<file path="src/rtl/alu_pkg.sv">
// Shared definitions for the pipelined execute ALU: funct3 encodings, FSM states
// and operand-signedness helpers for the M-extension group.
package alu_pkg;

    localparam logic [2:0] F3_ADD    = 3'd0;
    localparam logic [2:0] F3_SLL    = 3'd1;
    localparam logic [2:0] F3_SLT    = 3'd2;
    localparam logic [2:0] F3_SLTU   = 3'd3;
    localparam logic [2:0] F3_XOR    = 3'd4;
    localparam logic [2:0] F3_SRL    = 3'd5;
    localparam logic [2:0] F3_OR     = 3'd6;
    localparam logic [2:0] F3_AND    = 3'd7;

    localparam logic [2:0] F3_MUL    = 3'd0;
    localparam logic [2:0] F3_MULH   = 3'd1;
    localparam logic [2:0] F3_MULHSU = 3'd2;
    localparam logic [2:0] F3_MULHU  = 3'd3;
    localparam logic [2:0] F3_DIV    = 3'd4;
    localparam logic [2:0] F3_DIVU   = 3'd5;
    localparam logic [2:0] F3_REM    = 3'd6;
    localparam logic [2:0] F3_REMU   = 3'd7;

    typedef enum logic [1:0] {IDLE, BUSY, FIX, DONE} alu_state_t;

    function automatic logic is_div(input logic [2:0] f3);
        return f3[2];
    endfunction

    function automatic logic is_rem(input logic [2:0] f3);
        return f3[2] & f3[1];
    endfunction

    function automatic logic is_signed_a(input logic [2:0] f3);
        return (f3 == F3_MULH) || (f3 == F3_MULHSU) || (f3 == F3_DIV) || (f3 == F3_REM);
    endfunction

    function automatic logic is_signed_b(input logic [2:0] f3);
        return (f3 == F3_MULH) || (f3 == F3_DIV) || (f3 == F3_REM);
    endfunction

endpackage

</file>
<file path="src/rtl/alu_muldiv_iter.sv">
// Shared iterative multiply/divide datapath: one shift-add or restoring-divide
// step per cycle on unsigned magnitudes, with sign correction applied at fix.
module alu_muldiv_iter
    import alu_pkg::*;
#(
    parameter int XLEN = 32
) (
    input  logic            clk,
    input  logic            rst,
    input  logic            start,
    input  logic            step,
    input  logic            fix,
    input  logic [2:0]      funct3,
    input  logic [XLEN-1:0] d1,
    input  logic [XLEN-1:0] d2,
    output logic            last,
    output logic [XLEN-1:0] result
);
    localparam int CNT_W = $clog2(XLEN);

    logic [2*XLEN-1:0] acc;
    logic [2*XLEN-1:0] acc_step;
    logic [XLEN-1:0]   opnd;
    logic [CNT_W-1:0]  count;
    logic [2:0]        op;
    logic              neg_q;
    logic              neg_r;

    logic              a_neg;
    logic              b_neg;
    logic [XLEN-1:0]   a_mag;
    logic [XLEN-1:0]   b_mag;
    logic [XLEN:0]     mul_sum;
    logic [XLEN:0]     div_shift;
    logic [XLEN:0]     div_trial;
    logic [2*XLEN-1:0] prod;
    logic [XLEN-1:0]   quo;
    logic [XLEN-1:0]   rem;

    // acc holds {high, low}: multiplier in low half for MUL*, dividend/quotient for DIV*.
    always_comb begin
        // NOTE: every signal written here gets a default first; a path that skips an assignment would infer a latch.
        acc_step  = acc;
        mul_sum   = {1'b0, acc[2*XLEN-1:XLEN]} + (acc[0] ? {1'b0, opnd} : '0);
        div_shift = {acc[2*XLEN-1:XLEN], acc[XLEN-1]};
        div_trial = div_shift - {1'b0, opnd};
        if (is_div(op)) begin
            if (!div_trial[XLEN])
                acc_step = {div_trial[XLEN-1:0], acc[XLEN-2:0], 1'b1};
            else
                acc_step = {div_shift[XLEN-1:0], acc[XLEN-2:0], 1'b0};
        end else begin
            acc_step = {mul_sum, acc[XLEN-1:1]};
        end
    end

    always_comb begin
        a_neg = is_signed_a(funct3) && d1[XLEN-1];
        b_neg = is_signed_b(funct3) && d2[XLEN-1];
        a_mag = a_neg ? -d1 : d1;
        b_mag = b_neg ? -d2 : d2;
    end

    always_ff @(posedge clk or posedge rst) begin
        // NOTE: state is updated with non-blocking assignments so every register samples pre-edge values.
        if (rst) begin
            acc   <= '0;
            opnd  <= '0;
            count <= '0;
            op    <= F3_MUL;
            neg_q <= 1'b0;
            neg_r <= 1'b0;
        end else if (start) begin
            acc   <= is_div(funct3) ? {{XLEN{1'b0}}, a_mag} : {{XLEN{1'b0}}, b_mag};
            opnd  <= is_div(funct3) ? b_mag : a_mag;
            count <= CNT_W'(XLEN - 1);
            op    <= funct3;
            neg_q <= a_neg ^ b_neg;
            neg_r <= a_neg;
        end else if (step) begin
            acc   <= acc_step;
            count <= count - CNT_W'(1);
        end
    end

    // Remainder takes the dividend's sign; quotient and product take the XOR of both.
    always_comb begin
        prod   = neg_q ? -acc : acc;
        quo    = neg_q ? -acc[XLEN-1:0] : acc[XLEN-1:0];
        rem    = neg_r ? -acc[2*XLEN-1:XLEN] : acc[2*XLEN-1:XLEN];
        result = '0;
        if (fix) begin
            case (op)
                F3_MUL:                        result = prod[XLEN-1:0];
                F3_MULH, F3_MULHSU, F3_MULHU:  result = prod[2*XLEN-1:XLEN];
                F3_DIV, F3_DIVU:               result = quo;
                F3_REM, F3_REMU:               result = rem;
                default:                       result = '0;
            endcase
        end
    end

    assign last = (count == '0);

endmodule

</file>
<file path="src/rtl/alu_pipe.sv">
// Handshaked execute ALU: single-cycle base RV32I/RV64I ops and divide special
// cases, iterative M-extension ops through alu_muldiv_iter, abortable by kill.
module alu_pipe
    import alu_pkg::*;
#(
    parameter int XLEN    = 32,
    parameter int SHAMT_W = $clog2(XLEN)
) (
    input  logic            clk,
    input  logic            rst,
    input  logic            in_valid,
    output logic            in_ready,
    input  logic [2:0]      funct3,
    input  logic            aluneg,
    input  logic            muldiv,
    input  logic [XLEN-1:0] d1,
    input  logic [XLEN-1:0] d2,
    input  logic            kill,
    output logic            out_valid,
    input  logic            out_ready,
    output logic [XLEN-1:0] result
);
    alu_state_t        state;
    alu_state_t        state_next;
    logic              accept;
    logic              div_zero;
    logic              div_ovf;
    logic              fast;
    logic [SHAMT_W-1:0] shamt;
    logic [XLEN-1:0]   alu_out;
    logic [XLEN-1:0]   special_out;
    logic [XLEN-1:0]   fast_result;
    logic              md_start;
    logic              md_step;
    logic              md_fix;
    logic              md_last;
    logic [XLEN-1:0]   md_result;

    assign in_ready  = (state == IDLE);
    assign out_valid = (state == DONE);
    assign accept    = in_valid && in_ready && !kill;

    always_comb begin
        shamt   = d2[SHAMT_W-1:0];
        alu_out = '0;
        case (funct3)
            F3_ADD:  alu_out = aluneg ? d1 - d2 : d1 + d2;
            F3_SLL:  alu_out = d1 << shamt;
            F3_SLT:  alu_out = {{(XLEN-1){1'b0}}, $signed(d1) < $signed(d2)};
            F3_SLTU: alu_out = {{(XLEN-1){1'b0}}, d1 < d2};
            F3_XOR:  alu_out = d1 ^ d2;
            F3_SRL:  alu_out = aluneg ? $unsigned($signed(d1) >>> shamt) : d1 >> shamt;
            F3_OR:   alu_out = d1 | d2;
            F3_AND:  alu_out = d1 & d2;
            default: alu_out = '0;
        endcase
    end

    // Divide by zero and signed overflow resolve immediately without iterating.
    always_comb begin
        div_zero    = (d2 == '0);
        div_ovf     = is_signed_a(funct3) && (d1 == {1'b1, {(XLEN-1){1'b0}}}) && (d2 == '1);
        fast        = !muldiv || (is_div(funct3) && (div_zero || div_ovf));
        if (is_rem(funct3))
            special_out = div_zero ? d1 : '0;
        else
            special_out = div_zero ? '1 : d1;
        fast_result = muldiv ? special_out : alu_out;
    end

    always_comb begin
        state_next = state;
        md_start   = 1'b0;
        md_step    = 1'b0;
        md_fix     = 1'b0;
        if (kill) begin
            state_next = IDLE;
        end else begin
            case (state)
                IDLE: begin
                    if (accept) begin
                        if (fast) begin
                            state_next = DONE;
                        end else begin
                            state_next = BUSY;
                            md_start   = 1'b1;
                        end
                    end
                end
                BUSY: begin
                    md_step = 1'b1;
                    if (md_last)
                        state_next = FIX;
                end
                FIX: begin
                    md_fix     = 1'b1;
                    state_next = DONE;
                end
                DONE: begin
                    if (out_ready)
                        state_next = IDLE;
                end
                default: state_next = IDLE;
            endcase
        end
    end

    always_ff @(posedge clk or posedge rst) begin
        if (rst) begin
            state  <= IDLE;
            result <= '0;
        end else begin
            state <= state_next;
            if (accept && fast)
                result <= fast_result;
            else if (md_fix)
                result <= md_result;
        end
    end

    alu_muldiv_iter #(
        .XLEN (XLEN)
    ) u_muldiv (
        .clk    (clk),
        .rst    (rst),
        .start  (md_start),
        .step   (md_step),
        .fix    (md_fix),
        .funct3 (funct3),
        .d1     (d1),
        .d2     (d2),
        .last   (md_last),
        .result (md_result)
    );

endmodule

</file>
<file path="config.mk">
export PLATFORM = sky130hd
export DESIGN_NAME = alu_pipe
export DESIGN_NICKNAME = d
export VERILOG_FILES = /design/src/rtl/alu_pkg.sv /design/src/rtl/alu_muldiv_iter.sv /design/src/rtl/alu_pipe.sv
export SDC_FILE = /design/constraint.sdc
export NUM_CORES = 1
export LEC_CHECK = 0
export BUFFER_PORTS_ARGS = -buffer_cell sky130_fd_sc_hd__buf_4
export CORE_MARGIN = 10
export CORE_UTILIZATION = 55
export CTS_BUF_LIST = sky130_fd_sc_hd__clkbuf_4
export CTS_CLUSTER_SIZE = 16
export DETAILED_ROUTE_END_ITERATION = 8
export GPL_TIMING_DRIVEN = 0
export PLACE_DENSITY = 0.72
export REMOVE_ABC_BUFFERS = 1
export SLEW_MARGIN = 10
export SYNTH_ARGS = -nofsm -noshare
export SYNTH_HDL_FRONTEND = slang
export SYNTH_SLANG_ARGS = --single-unit
</file>
<file path="constraint.sdc">
create_clock -name clk -period 8.2 [get_ports clk]
set_input_delay 0.82 -clock clk [delete_from_list [all_inputs] [get_ports clk]]
set_output_delay 0.82 -clock clk [all_outputs]
set_load 0.01 [all_outputs]
</file>
======== Yosys cells after proc, flatten, opt, wreduce, memory -nomap -nowiden ========
Cells that the tools add are included.
storage, ports and cells
  logic and storage cells ................. 116
  register bits ........................... 140
  input bits .............................. 74
operators by class
  $add $sub $neg .......................... 10
  equality and inequality tests ........... 22
  order comparisons ....................... 2
  shifts and indexed selects .............. 3
  bitwise operators ....................... 5
  reductions and logical operators ........ 28
  mux-type cells .......................... 38
operators with widths
  kind                                                  number
  2-to-1 mux 32 bit                                     15
  2-to-1 mux 64 bit                                     5
  one-hot mux 32 bit (8 select lines)                   1
  negator 32 bit                                        4
  one-hot mux 32 bit (4 select lines)                   1
  equality test 32 bit (second input constant)          2
  < comparator 32 bit                                   2
  negator 64 bit                                        1
  adder 32 x 33 -> 33 bit                               1
  subtractor 33 x 32 -> 33 bit                          1
  adder 32 bit                                          1
  AND 32 bit                                            1
  logical NOT 32 bit                                    1
  bitwise OR 32 bit                                     1
  << shifter 32 x 5 -> 32 bit                           1
  right shift 32 x 5 -> 32 bit                          1
  >>> shifter 32 x 5 -> 32 bit                          1
  subtractor 32 bit                                     1
  bitwise XOR 32 bit                                    1
  equality test 3 bit (second input constant)           8
  equality test 3 x 2 -> 1 bit (second input constant)  4
  2-to-1 mux 2 bit                                      5
  2-to-1 mux 5 bit                                      2
  logical AND 1 bit                                     8
  other kinds (20)                                      39

======== Logic depth before layout (Yosys ltp) ========
Gate-level depths: netlist (run 1).
  depth in word-level cells ............... 14
  mapped depth ............................ 19

======== Modules after synthesis ========
Synthesis (run 1) repeated with hierarchy kept, for this count alone.
unflattened totals
  cells, all modules ...................... 3,384
  area, all modules ....................... 24,254.5 um^2
by module, submodules not included
  module           cells an instance  instances  area each (um^2)
  alu_muldiv_iter  1,811              1          13,110.1
  alu_pipe         1,573              1          11,144.4

======== Worst setup path before layout (run 1) ========
Ideal clock, no wire load.
  kind .................................... input-to-reg
  start ................................... in d2[0]
  end ..................................... reg u_muldiv.acc[39]
  setup slack ............................. 3,307 ps
  library setup time ...................... 96 ps
  arrival ................................. 4,798 ps
  required time ........................... 8,104 ps
  path buffers ............................ 7
  stages on the path ...................... 18
  cell sequence ........................... buf_2 -> buf_1 -> clkbuf_1 -> clkbuf_1 -> inv_1 -> ha_1 -> or4b_4 -> or4_1 -> clkbuf_1 -> or4b_4 -> o31a_1 -> buf_6 -> nand2b_4 -> and2_1 -> buf_6 -> nor2_8 -> nand2_4 -> o32ai_2
on the way
  word-level cells in the longest chain between the ends .. 10
  elaborated cells on any way between the ends .. 12
  those cells by class .................... eq/ne: 1; mux: 5; reduce/logical: 6
ends and longest elaborated chain
  item                                                            line                   RTL
  start: declaration                                              alu_pipe.sv:17         input logic [XLEN-1:0] d2,
  equality test 32 bit                                            alu_pipe.sv:62         div_ovf = is_signed_a(funct3) && (d1 == {1'b1, {(XLEN-1){1'b0}}}) && (d2 == '1);
  logical AND 1 bit                                               alu_pipe.sv:62
  logical OR 1 bit *                                              alu_pipe.sv:63         fast = !muldiv || (is_div(funct3) && (div_zero || div_ovf));
  logical AND 1 bit *                                             alu_pipe.sv:63
  logical OR 1 bit *                                              alu_pipe.sv:63
  2-to-1 mux 1 bit *                                              alu_pipe.sv:82         if (fast) begin
  2-to-1 mux 1 bit *                                              alu_pipe.sv:81         if (accept) begin
  2-to-1 mux 1 bit *                                              alu_pipe.sv:79         case (state)
  2-to-1 mux 1 bit *                                              alu_pipe.sv:76         if (kill) begin
  2-to-1 mux 64 bit / nonzero test 2 bit (equally long branches)  -
  end signal: assignment                                          alu_muldiv_iter.sv:74  acc <= is_div(funct3) ? {{XLEN{1'b0}}, a_mag} : {{XLEN{1'b0}}, b_mag};
  end signal: assignment                                          alu_muldiv_iter.sv:81  acc <= acc_step;
  end: declaration                                                alu_muldiv_iter.sv:21  logic [2*XLEN-1:0] acc;
Every way passes the cells marked *; elsewhere a longest branch is shown, timed or not.
A chain may end at the register's enable or synchronous reset.

======== Worst setup path in the final report (run 1) ========
  start ................................... in funct3[2]
  end ..................................... reg u_muldiv.acc[63]
on the way
  word-level cells in the longest chain between the ends .. 14
  elaborated cells on any way between the ends .. 18
  those cells by class .................... eq/ne: 4; mux: 5; reduce/logical: 9
ends and longest elaborated chain
  item                                                                                 line            RTL
  start: declaration                                                                   alu_pipe.sv:13  input logic [2:0] funct3,
  equality test 3 x 1 -> 1 bit / equality test 3 x 2 -> 1 bit (equally long branches)  alu_pkg.sv:34   return (f3 == F3_MULH) || (f3 == F3_MULHSU) || (f3 == F3_DIV) || (f3 == F3_REM);
  logical OR 1 bit (3 in series)                                                       alu_pkg.sv:34
  logical AND 1 bit (2 in series)                                                      alu_pipe.sv:62
  logical OR 1 bit                                                                     alu_pipe.sv:63
  logical AND 1 bit *                                                                  alu_pipe.sv:63
  logical OR 1 bit *                                                                   alu_pipe.sv:63
  2-to-1 mux 1 bit *                                                                   alu_pipe.sv:82
  2-to-1 mux 1 bit *                                                                   alu_pipe.sv:81
  2-to-1 mux 1 bit *                                                                   alu_pipe.sv:79
  2-to-1 mux 1 bit *                                                                   alu_pipe.sv:76
  2-to-1 mux 64 bit / nonzero test 2 bit (equally long branches)                       -
Marks and branches as above.

==> key figures, run 1 <==
Setup path
  – CP Capture Type: flop
  – Stages on worst setup path: 10
  – Critical-path top delay cell: and3_1
  – Reg2Reg Capture Point: u_muldiv.acc[37]$_DFFE_PP0P_
  – Reg2reg start: u_muldiv.acc[31]$_DFFE_PP0P_
  – R2R setup slack: 3.02 ns
  – Worst path bufs/invs: 1
  – CP max stage delay: 0.98 ns
  – Crit path cell chain: buf_4 -> or3_1 -> and3_1 -> nand3_1 -> o31a_1 -> nand2b_4 -> nand2_4 -> nand2_1 -> a311oi_1 -> a32o_1
  – Setup Crit Path Kind: input pin to flop
  – Worst EP required: 8.81 ns
  – CP Launch Type: input pin
  – Setup crit start: funct3[2]
  – FF-to-FF path depth: 18
  – Arrival time at the worst endpoint: 6.59 ns
  – CP delay by family, top: simple AND/OR/NAND/NOR gates
  – Crit Path Max Fanout: 120
  – Worst Setup EP: u_muldiv.acc[63]$_DFFE_PP0P_

STA
  – Slew Limit Fails: 0
  – RSZ-0062 raised after global routing: false
  – Tmin final: 5.99 ns
  – Setup violations, final: 0
  – Slew margin rel.: 14.2%
  – Worst-Margin Slew: 1.29 ns
  – Fmax: 167 MHz
  – Final clock skew: 0.0248 ns
  – Fin. Hold Viols: 0
  – Setup_tns: 0 ns
  – Final period util: 73.0%

Synth
  – Netlist cell types: 89
  – Post-Synth XOR/XNOR Area: 7.61%
  – Cells after Synth: 3295
  – Synthesized cell area: 0.0236 mm2
  – #FFs+latches synth: 140
  – EDFF count, synth: 0
  – YS warnings: 0
  – Adder-cell area share of the yosys netlist: 9.46%
  – Post-synth top cells: nor2_1 (350), o21ai_0 (341), a21oi_1 (304), nand2_1 (290), clkbuf_1 (221)
  – Compound-Gate Fraction of Synth Area: 31.6%
  – Most frequent cell after synthesis: nor2_1
  – Sequential fraction of the synthesis area: 14.8%
  – Largest family of logic cells by synthesized area: compound AO/OA/AOI/OAI gates
  – Simple logic cell fraction of the synthesized area: 19.7%
  – Asr flop ratio synth: 100%
  – Post-synthesis mux area share: 9.54%
  – Synth top area share: 14.8%
  – Main synth FF type: dfrtp_1
  – Mean Syn Cell Area: 7.16 um2
  – Biggest area consumer among synthesized cells: dfrtp_1
  – Top area cells in the synthesized netlist: dfrtp_1 (15%), ha_1 (9.1%), o21ai_0 (7.2%), a21oi_1 (6.4%), nor2_1 (5.6%)

Die
  – Row cnt: 75
  – IO Pins: 108
  – Initial Util: 55.9%
  – Core Area: 0.0422 mm2
  – Die height: 227 um
  – Die Width: 227 um
  – Full die area: 0.0516 mm2

Placed design
  – DPL Wire Length: 75.1 mm
  – # port buffers: 107
  – GP Congestion: 1.02

Clock network
  – Root Buffer: clkbuf_4
  – Cts repair resizes: 0
  – Clk buf depth: 2
  – Clock latency on the worst-skew pair: 0.67 ns
  – CTS sink count: 140
  – Post-CTS Setup Inserts: 0
  – Cts hold-fix bufs: 0
  – Cts bufs inserted: 17
  – CTS tree: done
  – Reg clk slew, reported paths: 0.14 ns
  – CTS H-Tree Depth: 4

Power
  – Final Power: 7.44 mW
  – Max VDD drop: 0.220 mV
  – Lkg Pwr: 9.88 nW
  – PD cells: 302 mW/mm2

Finish
  – Layout area overhead: 4.39%
  – # nets final: 3414
  – Fin util: 58.3%
  – Layout cells sized above 1: 9.32%

Hold path
  – Worst Hold Class: input pin to asynchronous set/reset pin

Detailed routing
  – Vias per inst: 7.20
  – Drt first pass iters: 9
  – Violation count after the first detailed-route iteration: 3644
  – Drt drc: 0
  – Total number of vias: 26800
  – Drt total wl: 101 mm
  – ANT nets after route: 0
  – DR WL/cell: 27.1 um

Job
  – Max Cap Viol: 0

Global route
  – Pin count of the biggest net entering global routing: 121
  – Initial antenna violation count: 2
  – Vias in the first global route: 24900
  – GRT Util Overall: 37.7%
  – GR Overflow Total: 0
  – Global-route wire length before repair: 150 mm

Run status
  – Status: completed
[where the power goes]
| group | total [mW] | switching, mW | leakage [nW] | internal [mW] |
|---|---|---|---|---|
| sequential | 1.57 | 0.567 | 1.72 | 1.01 |
| combinational | 5.40 | 3.24 | 8.02 | 2.16 |
| clock | 0.467 | 0.284 | 0.141 | 0.183 |
| total | 7.44 | 4.09 | 9.88 | 3.35 |
[logic make-up (layout without fill, tap and decap cells)]
| logic type | count (synthesis) | in the layout |
|---|---|---|
| AOI/OAI and AO/OA | 1182 | 1182 |
| xor gates and xnor gates | 205 | 205 |
| adders and majority gates | 176 | 176 |
| buffers and inverters | 437 | 319 |
| DFF | 140 | 140 |
| muxes | 155 | 155 |
| other | 0 | 1 |
| and+or+nand+nor | 1000 | 1000 |
[routing by layer]
metal / wire (um) / GRT usage [%] / vias up / part of all wire [%]
met1: 37600 / 45.5 / 12700 / 37
li1: - / - / 11800 / -
met4: 6890 / 23.8 / 4 / 6.8
met3: 10300 / 7.36 / 362 / 10
met5: 69 / 0.878 / - / 0.069
met2: 45800 / 60.9 / 1857 / 46
[layout by cell type (no fill, tap or decap), types with 37 or more instances in the layout]
| cell type | netlist | layout |
|---|---|---|
| or3_1 | 37 | 37 |
| buf_4 | 1 | 117 |
| nor3_1 | 61 | 58 |
| nand2_1 | 290 | 289 |
| ha_1 | 172 | 172 |
| a31oi_1 | 38 | 38 |
| xor2_1 | 63 | 63 |
| a211oi_1 | 46 | 46 |
| nor2_1 | 350 | 346 |
| a21o_1 | 37 | 37 |
| xnor2_1 | 142 | 142 |
| a21oi_1 | 304 | 303 |
| mux2i_1 | 91 | 91 |
| inv_1 | 154 | 152 |
| mux4_2 | 55 | 55 |
| o21ai_0 | 341 | 340 |
| o211ai_1 | 101 | 101 |
| dfrtp_1 | 140 | 138 |
| nand3_1 | 52 | 52 |
[area by class of cell]
class | count | area [um2]
Sequential cell | 140 | 3510
Fill cell | 3959 | 17600
Clock inverter | 13 | 126
Inverter | 159 | 604
Tap cell | 539 | 674
Clock buffer | 19 | 143
Multi-Input combinational cell | 2718 | 18500
Antenna cell | 1 | 2.50
Timing Repair Buffer | 128 | 1090
[flip-flops by register name, summed over array words and instances (netlist names)]
name,cells
u_muldiv.neg_r,1
u_muldiv.count,5
state,2
result,32
u_muldiv.neg_q,1
u_muldiv.op,3
u_muldiv.acc,64
u_muldiv.opnd,32
[through the flow]
stage	worst slack (ns)	hold WS (ns)	instance area, um2	std cells
2_1_floorplan	2.35	0.450	22500	3017
3_3_place_gp	-1.28	0.462	24000	3663
3_5_place_dp	1.79	0.475	24300	3684
4_1_cts	2.48	0.148	24600	3716
5_1_grt	2.16	0.168	24600	3717
6_report	2.21	0.146	24600	3717
[how the worst min path moves through the flow]
stage                               endpoint  depth (start not counted)                          start
4_1_cts         u_muldiv.opnd[4]$_DFFE_PP0P_                          2                            rst
2_1_floorplan  u_muldiv.opnd[11]$_DFFE_PP0P_                          2  u_muldiv.opnd[11]$_DFFE_PP0P_
3_5_place_dp   u_muldiv.opnd[12]$_DFFE_PP0P_                          2  u_muldiv.opnd[12]$_DFFE_PP0P_
3_3_place_gp   u_muldiv.opnd[11]$_DFFE_PP0P_                          2  u_muldiv.opnd[11]$_DFFE_PP0P_
5_1_grt         u_muldiv.opnd[4]$_DFFE_PP0P_                          2                            rst
6_report        u_muldiv.opnd[4]$_DFFE_PP0P_                          2                            rst
No activity file was read; power rests on OpenSTA's default activity.
==> run 2: changes to the inputs <==
- clock period: 8.2 -> 6.1 ns (I/O delays scaled with it)
==> run 2 against run 1 <==
  * Sequential power increased by 34%
  * Wire length decreased by 0.12%
  * Non-clock buffer count is 1 higher
  * Clock-buffer cell count is the same
==> key figures, run 2 (synthesized netlist as in run 1, its figures left out) <==
Clock network
  – Post-CTS Setup Inserts: 0 (unchanged)
  – Root Buffer: clkbuf_4
  – CTS sink count: 140 (unchanged)
  – CTS tree: done
  – Clock latency on the worst-skew pair: 0.67 ns (about the same)
  – Cts bufs inserted: 17 (unchanged)
  – Reg clk slew, reported paths: 0.14 ns (about the same)
  – CTS H-Tree Depth: 4 (unchanged)
  – Clk buf depth: 2 (unchanged)

STA
  – Final clock skew: 0.0219 ns (-0.00294 ns)
  – Final period util: 93.8%
  – Setup violations, final: 0 (unchanged)
  – Slew margin rel.: 14.3% (+0.090 points)
  – Worst-Margin Slew: 1.29 ns (-0.00136 ns)
  – RSZ-0062 raised after global routing: false
  – Slew Limit Fails: 0 (unchanged)
  – Fin. Hold Viols: 0 (unchanged)
  – Tmin final: 5.72 ns
  – Fmax: 175 MHz

Finish
  – Most frequent cells in the layout: nor2_1 (346), o21ai_0 (340), a21oi_1 (303), nand2_1 (289), ha_1 (172)
  – Fin util: 58.4% (about the same)
  – Layout cells sized above 1: 9.31% (about the same)
  – Max FFs per register: 64 (unchanged)
  – Most flop-heavy register: u_muldiv.acc
  – # nets final: 3415 (+0.029%)
  – Most common cell after layout, fill and taps aside: nor2_1
  – Largest regs: u_muldiv.acc (64), result (32), u_muldiv.opnd (32)
  – Non-Filler Instances: 3718 (+0.027%)
  – Filler cells: 3956 (-0.076%)
  – Layout area overhead: 4.43% (about the same)

Detailed routing
  – Total number of vias: 26600 (-0.46%)
  – Drt total wl: 101 mm (-0.12%)
  – ANT nets after route: 0 (unchanged)
  – Drt drc: 0 (unchanged)
  – DR WL/cell: 27.0 um (-0.14%)
  – Violation count after the first detailed-route iteration: 3538 (-2.9%)
  – Drt first pass iters: 7 (-2)
  – Vias per inst: 7.17 (-0.48%)

Setup path
  – CP Capture Type: flop
  – R2R setup slack: 0.98 ns (-2.04 ns)
  – Worst EP required: 6.71 ns (-2.10 ns)
  – Reg2Reg Capture Point: u_muldiv.acc[37]$_DFFE_PP0P_
  – FF-to-FF path depth: 18 (unchanged)
  – CP Launch Type: input pin
  – Crit Path Max Fanout: 120 (unchanged)
  – Arrival time at the worst endpoint: 6.34 ns (-0.25 ns)
  – Setup Crit Path Kind: input pin to flop
  – Reg2reg start: u_muldiv.acc[31]$_DFFE_PP0P_

Global route
  – GRT Util Overall: 37.7% (unchanged)
  – GR Overflow Total: 0 (unchanged)
  – Pin count of the biggest net entering global routing: 121 (unchanged)
  – Global-route wire length before repair: 150 mm (about the same)
  – Vias in the first global route: 24900 (+0.024%)
  – Initial antenna violation count: 2 (unchanged)

Power
  – Sw frac: 55.0% (about the same)
  – Sw power: 5.49 mW (+34%)
  – Clock power share: 6.3% (about the same)
  – Max VDD drop: 0.290 mV (+32%)
  – Final Power: 9.99 mW (+34%)
  – Combinational Power Share: 72.5% (about the same)
  – Seq pwr share: 21.1% (about the same)
  – Int Power: 4.50 mW (+34%)
  – Lkg Pwr: 9.89 nW (about the same)
  – PD cells: 406 mW/mm2 (+34%)

Die
  – Initial Util: 55.9% (unchanged)
  – Full die area: 0.0516 mm2 (unchanged)
  – Die Width: 227 um (unchanged)
  – Row cnt: 75 (unchanged)
  – IO Pins: 108 (unchanged)
  – Die height: 227 um (unchanged)
  – Core Area: 0.0422 mm2 (unchanged)

Hold path
  – Worst hold path depth: 2
  – Worst Hold Class: input pin to flop
  – Hold Path End: state[1]$_DFFE_PP0P_
  – Hold path start: kill

Placed design
  – # port buffers: 107 (unchanged)
  – DPL Wire Length: 75.1 mm (unchanged)
  – GP Congestion: 1.02 (unchanged)
  – Placed cell count: 3684 (unchanged)

Job
  – Max Cap Viol: 0 (unchanged)

Run status
  – Status: completed
run 2: metrics by stage:
step           worst slack [ns]  setup TNS, ns  hold slack (ns)  cell area (um2)
2_1_floorplan             0.248              0            0.450            22500
3_3_place_gp              -3.38        -193.43            0.462            24000
3_5_place_dp             -0.102         -0.123            0.475            24300
4_1_cts                   0.590              0            0.224            24600
5_1_grt                   0.269              0            0.246            24600
6_report                  0.379              0            0.239            24600
run 2: worst max path at each step:
stage	endpoint	start
after detailed placement	result[28]$_DFFE_PP0P_	d2[2]
after floorplan	u_muldiv.acc[50]$_DFFE_PP0P_	u_muldiv.acc[31]$_DFFE_PP0P_
final	u_muldiv.acc[63]$_DFFE_PP0P_	funct3[2]
after CTS	result[28]$_DFFE_PP0P_	d2[2]
after global placement	u_muldiv.acc[0]$_DFFE_PP0P_	u_muldiv.acc[31]$_DFFE_PP0P_
after global routing	u_muldiv.acc[63]$_DFFE_PP0P_	funct3[2]
run 2: critical path, stage by stage:
cell	delay (ns)
buf_4	0.88
or3_1	0.88
and3_1	0.97
nand3_1	0.34
o31a_1	0.70
nand2b_4	0.30
nand2_4	0.60
nand2_1	0.33
a311oi_1	0.33
a32o_1	0.20
run 2: metal layers:
layer,GRT usage (%),vias to the layer above,wire length [um]
met1,45.5,12600,37400
met3,7.36,368,10500
met4,23.8,4,7000
li1,-,11800,-
met2,60.9,1811,45600
met5,0.878,-,69
run 2: power groups by stage:
stage	clock (mW)	combinational [mW]	sequential, mW
global placement	0	6.62	2.16
CTS	0.630	7.08	2.07
floorplan	0	4.99	1.93
detailed placement	0	7.02	2.09
global route	0.661	7.90	2.16
finish	0.630	7.25	2.11
run 2: repair_timing:
action / CTS / global route
hold buffers: 1 / 0
hold endpoints to repair: 56 / 0
setup endpoints to repair: 0 / 0
gates resized for setup: 0 / 0
run 2: final cells by class:
type | instances | area, um2 | share of cell area (%)
Clock inverter | 13 | 126 | 0.513
Clock buffer | 19 | 143 | 0.579
Multi-Input combinational cell | 2718 | 18500 | 75.0
Antenna cell | 1 | 2.50 | 0.0102
Inverter | 159 | 604 | 2.45
Tap cell | 539 | 674 | 2.74
Timing Repair Buffer | 129 | 1100 | 4.45
Sequential cell | 140 | 3510 | 14.2
